`src/rtl/alu_8bit_if.sv`:
```
// Operand/result bundle for alu_8bit; the flags signal exists only when ALU_FLAGS_EN is defined.
// master drives operands and opcode, slave (the ALU) returns the registered result.
interface alu_8bit_if;
    localparam int unsigned OP_W  = 8;
    localparam int unsigned RES_W = 16;
    localparam int unsigned SEL_W = 4;

    logic [OP_W-1:0]  a;
    logic [OP_W-1:0]  b;
    logic             enable;
    logic [SEL_W-1:0] opcode;
    logic [RES_W-1:0] out;
    logic             out_valid;
`ifdef ALU_FLAGS_EN
    logic [2:0]       flags;

    modport master (output a, b, enable, opcode, input out, out_valid, flags);
    modport slave  (input a, b, enable, opcode, output out, out_valid, flags);
`else
    modport master (output a, b, enable, opcode, input out, out_valid);
    modport slave  (input a, b, enable, opcode, output out, out_valid);
`endif
endinterface

```
`src/rtl/alu_8bit.sv`:
```
// Registered 8-bit ALU, 16 opcodes, 16-bit result, one cycle latency.
// Optional ALU_FLAGS_EN adds a registered {div_by_zero, carry, zero} flags output.
module alu_8bit (
    input  logic       clk,
    input  logic       rst,
    alu_8bit_if.slave  bus
);
    localparam int unsigned OP_W  = 8;
    localparam int unsigned RES_W = 16;

    localparam logic [3:0] OP_ADD  = 4'd0;
    localparam logic [3:0] OP_INC  = 4'd1;
    localparam logic [3:0] OP_SUB  = 4'd2;
    localparam logic [3:0] OP_DEC  = 4'd3;
    localparam logic [3:0] OP_MUL  = 4'd4;
    localparam logic [3:0] OP_DIV  = 4'd5;
    localparam logic [3:0] OP_SHL  = 4'd6;
    localparam logic [3:0] OP_SHR  = 4'd7;
    localparam logic [3:0] OP_AND  = 4'd8;
    localparam logic [3:0] OP_OR   = 4'd9;
    localparam logic [3:0] OP_INV  = 4'd10;
    localparam logic [3:0] OP_NAND = 4'd11;
    localparam logic [3:0] OP_NOR  = 4'd12;
    localparam logic [3:0] OP_XOR  = 4'd13;
    localparam logic [3:0] OP_XNOR = 4'd14;
    localparam logic [3:0] OP_BUF  = 4'd15;

    logic [RES_W-1:0] w_a16;
    logic [RES_W-1:0] w_b16;
    logic [RES_W-1:0] w_div;
    logic [RES_W-1:0] w_result;
    logic             w_b_zero;

    logic [RES_W-1:0] r_out;
    logic             r_valid;

    assign w_a16    = RES_W'(bus.a);
    assign w_b16    = RES_W'(bus.b);
    assign w_b_zero = (bus.b == '0);

    // Remainder in the high byte, quotient in the low byte; b==0 returns {a, FF}
    assign w_div = w_b_zero ? {bus.a, 8'hFF}
                            : {OP_W'(bus.a % bus.b), OP_W'(bus.a / bus.b)};

    always_comb begin
        w_result = '0;
        case (bus.opcode)
            OP_ADD:  w_result = w_a16 + w_b16;
            OP_INC:  w_result = w_a16 + RES_W'(1);
            OP_SUB:  w_result = w_a16 - w_b16;
            OP_DEC:  w_result = w_a16 - RES_W'(1);
            OP_MUL:  w_result = w_a16 * w_b16;
            OP_DIV:  w_result = w_div;
            OP_SHL:  w_result = w_a16 << 1;
            OP_SHR:  w_result = w_a16 >> 1;
            OP_AND:  w_result = {8'h00, bus.a & bus.b};
            OP_OR:   w_result = {8'h00, bus.a | bus.b};
            OP_INV:  w_result = {8'h00, ~bus.a};
            OP_NAND: w_result = {8'h00, ~(bus.a & bus.b)};
            OP_NOR:  w_result = {8'h00, ~(bus.a | bus.b)};
            OP_XOR:  w_result = {8'h00, bus.a ^ bus.b};
            OP_XNOR: w_result = {8'h00, ~(bus.a ^ bus.b)};
            OP_BUF:  w_result = w_a16;
            default: w_result = '0;
        endcase
    end

    always_ff @(posedge clk or posedge rst) begin
        if (rst) begin
            r_out   <= '0;
            r_valid <= 1'b0;
        end else begin
            r_valid <= bus.enable;
            if (bus.enable) begin
                r_out <= w_result;
            end
        end
    end

    assign bus.out       = r_out;
    assign bus.out_valid = r_valid;

`ifdef ALU_FLAGS_EN
    logic       w_carry;
    logic [2:0] w_flags;
    logic [2:0] r_flags;

    // Carry/borrow meaning depends on the opcode; non-arithmetic ops report 0
    always_comb begin
        w_carry = 1'b0;
        case (bus.opcode)
            OP_ADD:  w_carry = w_result[8];
            OP_SUB:  w_carry = (bus.a < bus.b);
            OP_INC:  w_carry = (bus.a == 8'hFF);
            OP_DEC:  w_carry = (bus.a == 8'h00);
            OP_SHL:  w_carry = bus.a[7];
            OP_SHR:  w_carry = bus.a[0];
            default: w_carry = 1'b0;
        endcase
    end

    assign w_flags = {(bus.opcode == OP_DIV) && w_b_zero, w_carry, (w_result == '0)};

    always_ff @(posedge clk or posedge rst) begin
        if (rst) begin
            r_flags <= '0;
        end else if (bus.enable) begin
            r_flags <= w_flags;
        end
    end

    assign bus.flags = r_flags;
`endif

endmodule

```
`src/flat_wrapper.sv`:
```
// flat-port wrapper written by rule: the top's interface ports become plain ports
module alu_8bit_flat 
  (clk, rst, bus_a, bus_b, bus_enable, bus_opcode, bus_out, bus_out_valid);
  alu_8bit_if bus_i ();
  input  logic clk;
  input  logic rst;
  input wire logic [$bits(bus_i.a)-1:0] bus_a;
  input wire logic [$bits(bus_i.b)-1:0] bus_b;
  input wire logic [$bits(bus_i.enable)-1:0] bus_enable;
  input wire logic [$bits(bus_i.opcode)-1:0] bus_opcode;
  output wire logic [$bits(bus_i.out)-1:0] bus_out;
  output wire logic [$bits(bus_i.out_valid)-1:0] bus_out_valid;
  assign bus_i.a = bus_a;
  assign bus_i.b = bus_b;
  assign bus_i.enable = bus_enable;
  assign bus_i.opcode = bus_opcode;
  assign bus_out = bus_i.out;
  assign bus_out_valid = bus_i.out_valid;
  alu_8bit u_core (.clk(clk), .rst(rst), .bus(bus_i));
endmodule
```
`config.mk`:
```
export PLATFORM = sky130hd
export DESIGN_NAME = alu_8bit_flat
export DESIGN_NICKNAME = d
export VERILOG_FILES = /design/src/rtl/alu_8bit_if.sv /design/src/rtl/alu_8bit.sv /design/src/flat_wrapper.sv
export SDC_FILE = /design/constraint.sdc
export NUM_CORES = 1
export LEC_CHECK = 0
export CORE_ASPECT_RATIO = 1.25
export CORE_MARGIN = 8
export CORE_UTILIZATION = 50
export CTS_CLUSTER_DIAMETER = 100
export DETAILED_ROUTE_END_ITERATION = 8
export GPL_TIMING_DRIVEN = 0
export PLACE_DENSITY = 0.75
export SLEW_MARGIN = 20
export SYNTH_ARGS = -nofsm -noshare
export SYNTH_HDL_FRONTEND = slang
export SYNTH_SLANG_ARGS = --single-unit
```
`constraint.sdc`:
```
create_clock -name clk -period 0.9 [get_ports clk]
set_input_delay 0.18 -clock clk [delete_from_list [all_inputs] [get_ports clk]]
set_output_delay 0.18 -clock clk [all_outputs]
set_load 0.02 [all_outputs]
```
==> Word level (Yosys, flattened, before mapping) <==
Index checks and enable logic that the tools add are counted.
{ "word_totals": {"ff_bits": 17, "input_bits": 23, "elab_cells": 35} }
{ "classes": {"n_eq_ne": 15, "n_bitwise": 7, "n_addsub": 4, "mux": 2, "n_reduce_logical": 2, "n_div": 2, "mul": 1} }
{ "op_table": {"columns": ["operator", "n"], "rows": [
  ["$pmux W16 S16", 1],
  ["$eq A4 B4 Y1 const B", 8],
  ["$not A8 Y8", 4],
  ["$eq A4 B3 Y1 const B", 4],
  ["$mul A8 B8 Y16", 1],
  ["$mux W16", 1],
  ["$add A8 B1 Y9 const B", 1],
  ["$add A8 B8 Y9", 1],
  ["$sub A8 B1 Y9 const B", 1],
  ["$sub A8 B8 Y9", 1],
  ["$and A8 B8 Y8", 1],
  ["$div A8 B8 Y8", 1],
  ["$eq A4 B2 Y1 const B", 2],
  ["$logic_not A8 Y1", 1],
  ["$mod A8 B8 Y8", 1],
  ["$or A8 B8 Y8", 1],
  ["$xor A8 B8 Y8", 1],
  ["$eq A4 B1 Y1 const B", 1],
  ["$logic_not A4 Y1", 1]
]} }

==> Logic depth before layout (Yosys ltp) <==
{ "depth": {"ltp_word": 3, "depth_mapped": 52, "mapped_depth_nobuf": 47} }

==> Worst setup path after synthesis <==
OpenSTA, ideal clock, no wires.
{ "synth_path": {"path_type": "input port to flip-flop", "from": "in bus_b[6]", "to": "reg u_core.r_out[10], in the netlist u_core.bus.out[10]", "setup_slack_ps": -10544, "n_path_buf": 5, "path_stages": 51, "arrival_time_ps": 11317, "required_time_ps": 773, "setup_time_ps": 127, "cell_sequence": "buf_2 nor4_1 nand3_1 nor2_1 a21oi_1 a21oi_1 ha_1 inv_1 a2111oi_0 o22a_1 ha_1 a21oi_1 a211oi_4 a2111oi_2 nor2_1 ha_1 a21o_1 o211ai_1 [15 not listed] o31ai_1 ha_1 or2_2 a21oi_1 a21oi_1 a31oi_1 clkbuf_1 inv_1 a21o_1 ha_1 a211oi_1 o21bai_1 a2111oi_0 nor2_1 clkbuf_1 a211o_1 a221oi_1 nor2_1"} }
{ "synth_via": {"elab_chain_len": 3} }
{ "synth_lines": {"columns": ["element", "line_no", "source"], "rows": [
  ["start: declaration", "flat_wrapper.sv:8", "input wire logic [$bits(bus_i.b)-1:0] bus_b;"],
  ["$mod A8 B8 Y8 or $logic_not A8 Y1 (tied branches)", "alu_8bit.sv:43, alu_8bit.sv:39", null],
  ["$mux W16", "alu_8bit.sv:42", "assign w_div = w_b_zero ? {bus.a, 8'hFF}"],
  ["$pmux W16 S16 *", "alu_8bit.sv:47", "case (bus.opcode)"],
  ["end signal: assignment", "alu_8bit.sv:75", "r_out <= w_result;"],
  ["end: declaration", "alu_8bit.sv:34", "logic [RES_W-1:0] r_out;"]
]} }
Mark *: on every way between the ends. The rest lies on a longest branch, timed or not.
A chain may end at the register's enable or synchronous reset.

==> Worst setup path after layout <==
{ "layout_path": {"from": "in bus_b[5]", "to": "reg u_core.r_out[13], in the netlist u_core.bus.out[13]"} }
Same word-level chain as after synthesis.

==> reports/summary.txt <==
OUTCOME
-------------------------------------------------------------------------------------------
Outcome                                                                        finished, violations left
Violations in the final reports                                                setup timing

STA
-------------------------------------------------------------------------------------------
Rel. slew slack                                                                      32.40%
Max-slew violations                                                                       0
Clock tree skew after final layout                                                     0 ns
Min Hold Slack                                                                    0.3221 ns
Min setup slack post-route                                                        -9.610 ns
Setup repair after global routing missed its margin                                     yes
Part of the cycle the worst path needs                                                1168%
Setup TNS                                                                        -122.23 ns
Transition time of the tightest slew-check pin                                     1.006 ns
Minimum clock period after layout                                                  10.51 ns
Maximum operating frequency                                                     0.09515 GHz
Number of failing hold endpoints at the final stage                                       0
Number of failing setup endpoints in the final timing report                             33

ROUTING
-------------------------------------------------------------------------------------------
Initial DRT Pass Iterations                                                               6
Routed WL                                                                          30460 um
DRC errors left                                                                           0
Number of nets still failing antenna checks after routing                                 0
Total via count after detailed routing                                                 8183
Final routed wire length divided by cell count                                     24.74 um
Number of design-rule violations left by the first detailed-router iteration            890
Post-detailed-route via-to-cell ratio                                                 6.647

POWER
-------------------------------------------------------------------------------------------
Combinational share of power                                                          86.4%
Power density over the cells                                                    1441 mW/mm2
Clock network power share                                                              6.4%
Sequential power share                                                                 7.2%
Post-route total power                                                            0.01390 W
Net switching fraction of the power                                                  49.95%
Max VDD drop                                                                     0.002186 V
Leakage dissipation                                                                4.196 nW
Internal power                                                                   0.006956 W
Net load switching power                                                         0.006941 W

FLOORPLANNING
-------------------------------------------------------------------------------------------
Full die area                                                                   0.01738 mm2
Std-Cell Rows                                                                            47
Horiz. Die Dim                                                                     119.5 um
Initial standard-cell utilization of the core                                        50.86%
Core outline area                                                               0.01317 mm2
Top-level I/O count                                                                      40
Y dimension of the die                                                             145.4 um

CLOCK NETWORK
-------------------------------------------------------------------------------------------
H-Tree Level Count                                                                        1
TritonCTS Sinks                                                                          17
Root buffer cell                                                                  clkbuf_16
Clock insertion delay at the later pin of the skew report                           0.25 ns
Hold Buf Count CTS                                                                        0
Clock slew seen by the registers of the worst setup and hold paths                  0.05 ns
TritonCTS clock tree                                                                  built
Clock Tree Buf Depth                                                                      2
Total clock buffers created by CTS                                                        3

FINISH
-------------------------------------------------------------------------------------------
Proportion of layout cells with a drive suffix above 1                               30.28%
Area growth from synthesis to final layout                                           43.88%
Inserted Diodes                                                                           0
Nets                                                                                   1232

SETUP PATH
-------------------------------------------------------------------------------------------
Launching instance or port of the critical path                                    bus_b[5]
Crit end category                                                                 flip-flop
Worst Path Required                                                                 1.04 ns
Critical path data arrival time                                                    10.65 ns
Critical Path Most Common Cell                                                         ha_4
Type of the worst setup path                                                         in2reg
Critical path capture point                                                    u_core.bus.out[13]
Startpoint of the lowest-slack register-to-register path                       u_core.bus.out[13]
Worst reg2reg path depth                                                                  3
Stages on worst setup path                                                               50
Total buffers and inverters traversed by the critical path                                9
Register-to-register path setup slack                                              -0.19 ns
Capture instance of the worst register-to-register path                        u_core.bus.out[13]
Delay-heaviest family, CP                                                      compound AO/OA/AOI/OAI gates
Highest net fanout along the worst path                                                   7
Crit-path slowest cell                                                               o41a_1
Type of element launching the critical path                                    primary input
Delay of the slowest cell on the worst path                                         0.40 ns

SYNTH
-------------------------------------------------------------------------------------------
Area share of the largest cell type after synthesis                                  20.35%
Share of synthesized registers carrying an async set or reset                        100.0%
Most repeated cell in the gate-level netlist after synthesis                           ha_1
Unique masters post-synth                                                                72
Commonest cells post-synth                                                     ha_1 (109), nor2_1 (90), inv_1 (89), nand2_1 (74), a21oi_1 (61)
Post-synthesis cell count                                                               904
Average cell area after synthesis                                                 7.412 um2
Synthesized netlist net count                                                          1075
Sequential fraction of the synthesis area                                            6.349%
Syn Std Cell Area                                                              0.006700 mm2
Number of enable-type register cells in the synthesized netlist                           0
Yosys Warn Count                                                                          0
Library cell occupying the most area in the post-synthesis netlist                     ha_1
Biggest area contributors in the synthesized netlist                           ha_1 (20%), fa_1 (12%), dfrtp_1 (6.3%)
Dominant synthesized flop cell                                                      dfrtp_1
Post-synthesis register bit count                                                        17

GLOBAL ROUTING
-------------------------------------------------------------------------------------------
Overall track demand over capacity in global routing                                 31.37%
Via count of the first global-routing pass                                             7828
First-pass GRT wire length                                                         43460 um
Total overflow reported by the global router                                              0
Initial antenna violation count                                                           0
Pin count of the biggest net entering global routing                                     18

PLACE
-------------------------------------------------------------------------------------------
Final HPWL DP                                                                      19410 um
GP Congestion                                                                         1.086
Count of input and output buffers                                                        38
Post-Place Setup Slack                                                            -11.59 ns

HOLD PATH
-------------------------------------------------------------------------------------------
Path class of the lowest-slack min-delay path                                      in2async

JOB
-------------------------------------------------------------------------------------------
Number of maximum-capacitance constraint violations                                       0

[cell usage in the layout, fill, tap and decap left out, drive strengths merged, types with 5 or more instances in the layout]
master	synthesis	routed
buf	7	152
ha	109	109
nor2	90	90
inv	89	83
nand2	74	74
a21oi	61	61
o21ai	50	50
nor3	40	40
fa	39	39
clkbuf	38	39
xnor2	23	23
o21a	17	17
dfrtp	17	17
nand3	17	17
xor2	13	13
nor2b	13	13
a211oi	13	13
nand2b	12	12
a21o	12	12
or3	12	12
a31oi	10	10
o22ai	9	9
o31ai	9	9
o211ai	8	8
o221ai	8	8
mux2	8	8
a221oi	8	8
and3	7	7
a2111oi	7	7
clkinvlp	0	6
a211o	6	6
or2	6	6
o21bai	6	6
clkdlybuf4s50	0	5
[how the worst min path moves through the flow]
stage,cells past startpoint,slack (ns),end,startpoint
after floorplan,1,0.11,u_core.bus.out[0],rst
after global placement,1,0.50,u_core.bus.out[3],u_core.bus.out[3]
after detailed placement,1,0.50,u_core.bus.out[3],u_core.bus.out[3]
after CTS,2,0.33,u_core.bus.out[1],rst
after global routing,2,0.39,u_core.bus.out[11],rst
final,2,0.32,u_core.bus.out[1],rst
[registers in the layout, summed over array words and instances, names as in the netlist]
| name | count |
|---|---|
| u_core.bus.out | 16 |
| u_core.bus.out_valid | 1 |
[layer usage]
layer	wire [um]	up-vias	GRT usage, %
li1	-	3561	-
met4	2728	0	21.23
met3	3251	214	5.163
met1	10990	3772	38.59
met5	0	-	0
met2	13490	636	49.12
[power by group through the flow]
stage | sequential, W | combinational, W | clock (W)
final | 0.00100 | 0.0120 | 0.000886
after global routing | 0.00101 | 0.0128 | 0.000928
after CTS | 0.000992 | 0.0105 | 0.000891
after detailed placement | 0.000973 | 0.00858 | 0
after global placement | 0.000976 | 0.00850 | 0
after floorplan | 0.00113 | 0.00611 | 0
[logic make-up after synthesis]
family | count (synthesis) | synth area share (%)
DFF | 17 | 6.349
buffers and inverters | 138 | 7.880
muxes | 12 | 1.942
AOI/OAI and AO/OA | 267 | 27.26
xor gates and xnor gates | 36 | 4.706
adders and majority gates | 148 | 32.01
and+or+nand+nor | 286 | 19.85
[through the flow]
step / cell area (um2) / utilization (%) / instances
final: 9641 / 73.19 / 1231
after global routing: 9641 / 73.19 / 1231
after CTS: 8945 / 67.90 / 1190
after detailed placement: 7627 / 57.90 / 1113
after global placement: 7627 / 57.90 / 1113
after floorplan: 7033 / - / 904
[area by class of cell]
| class | count | area (um2) |
|---|---|---|
| well taps | 171 | 214.0 |
| inverters | 93 | 407.9 |
| flip-flops and latches | 17 | 425.4 |
| plain buffers | 45 | 320.3 |
| multi-input cells | 749 | 6755 |
| fillers | 992 | 3532 |
| clock buffers | 4 | 78.83 |
| repair buffers | 152 | 1439 |
[what timing repair did]
item / CTS / global route
gates cloned: 1 / 0
gates resized for setup: 321 / 82
endpoints found under the setup margin: 33 / 33
buffers inserted: 72 / 42
pin swaps: 70 / 56
No activity file was read; power rests on OpenSTA's default activity.
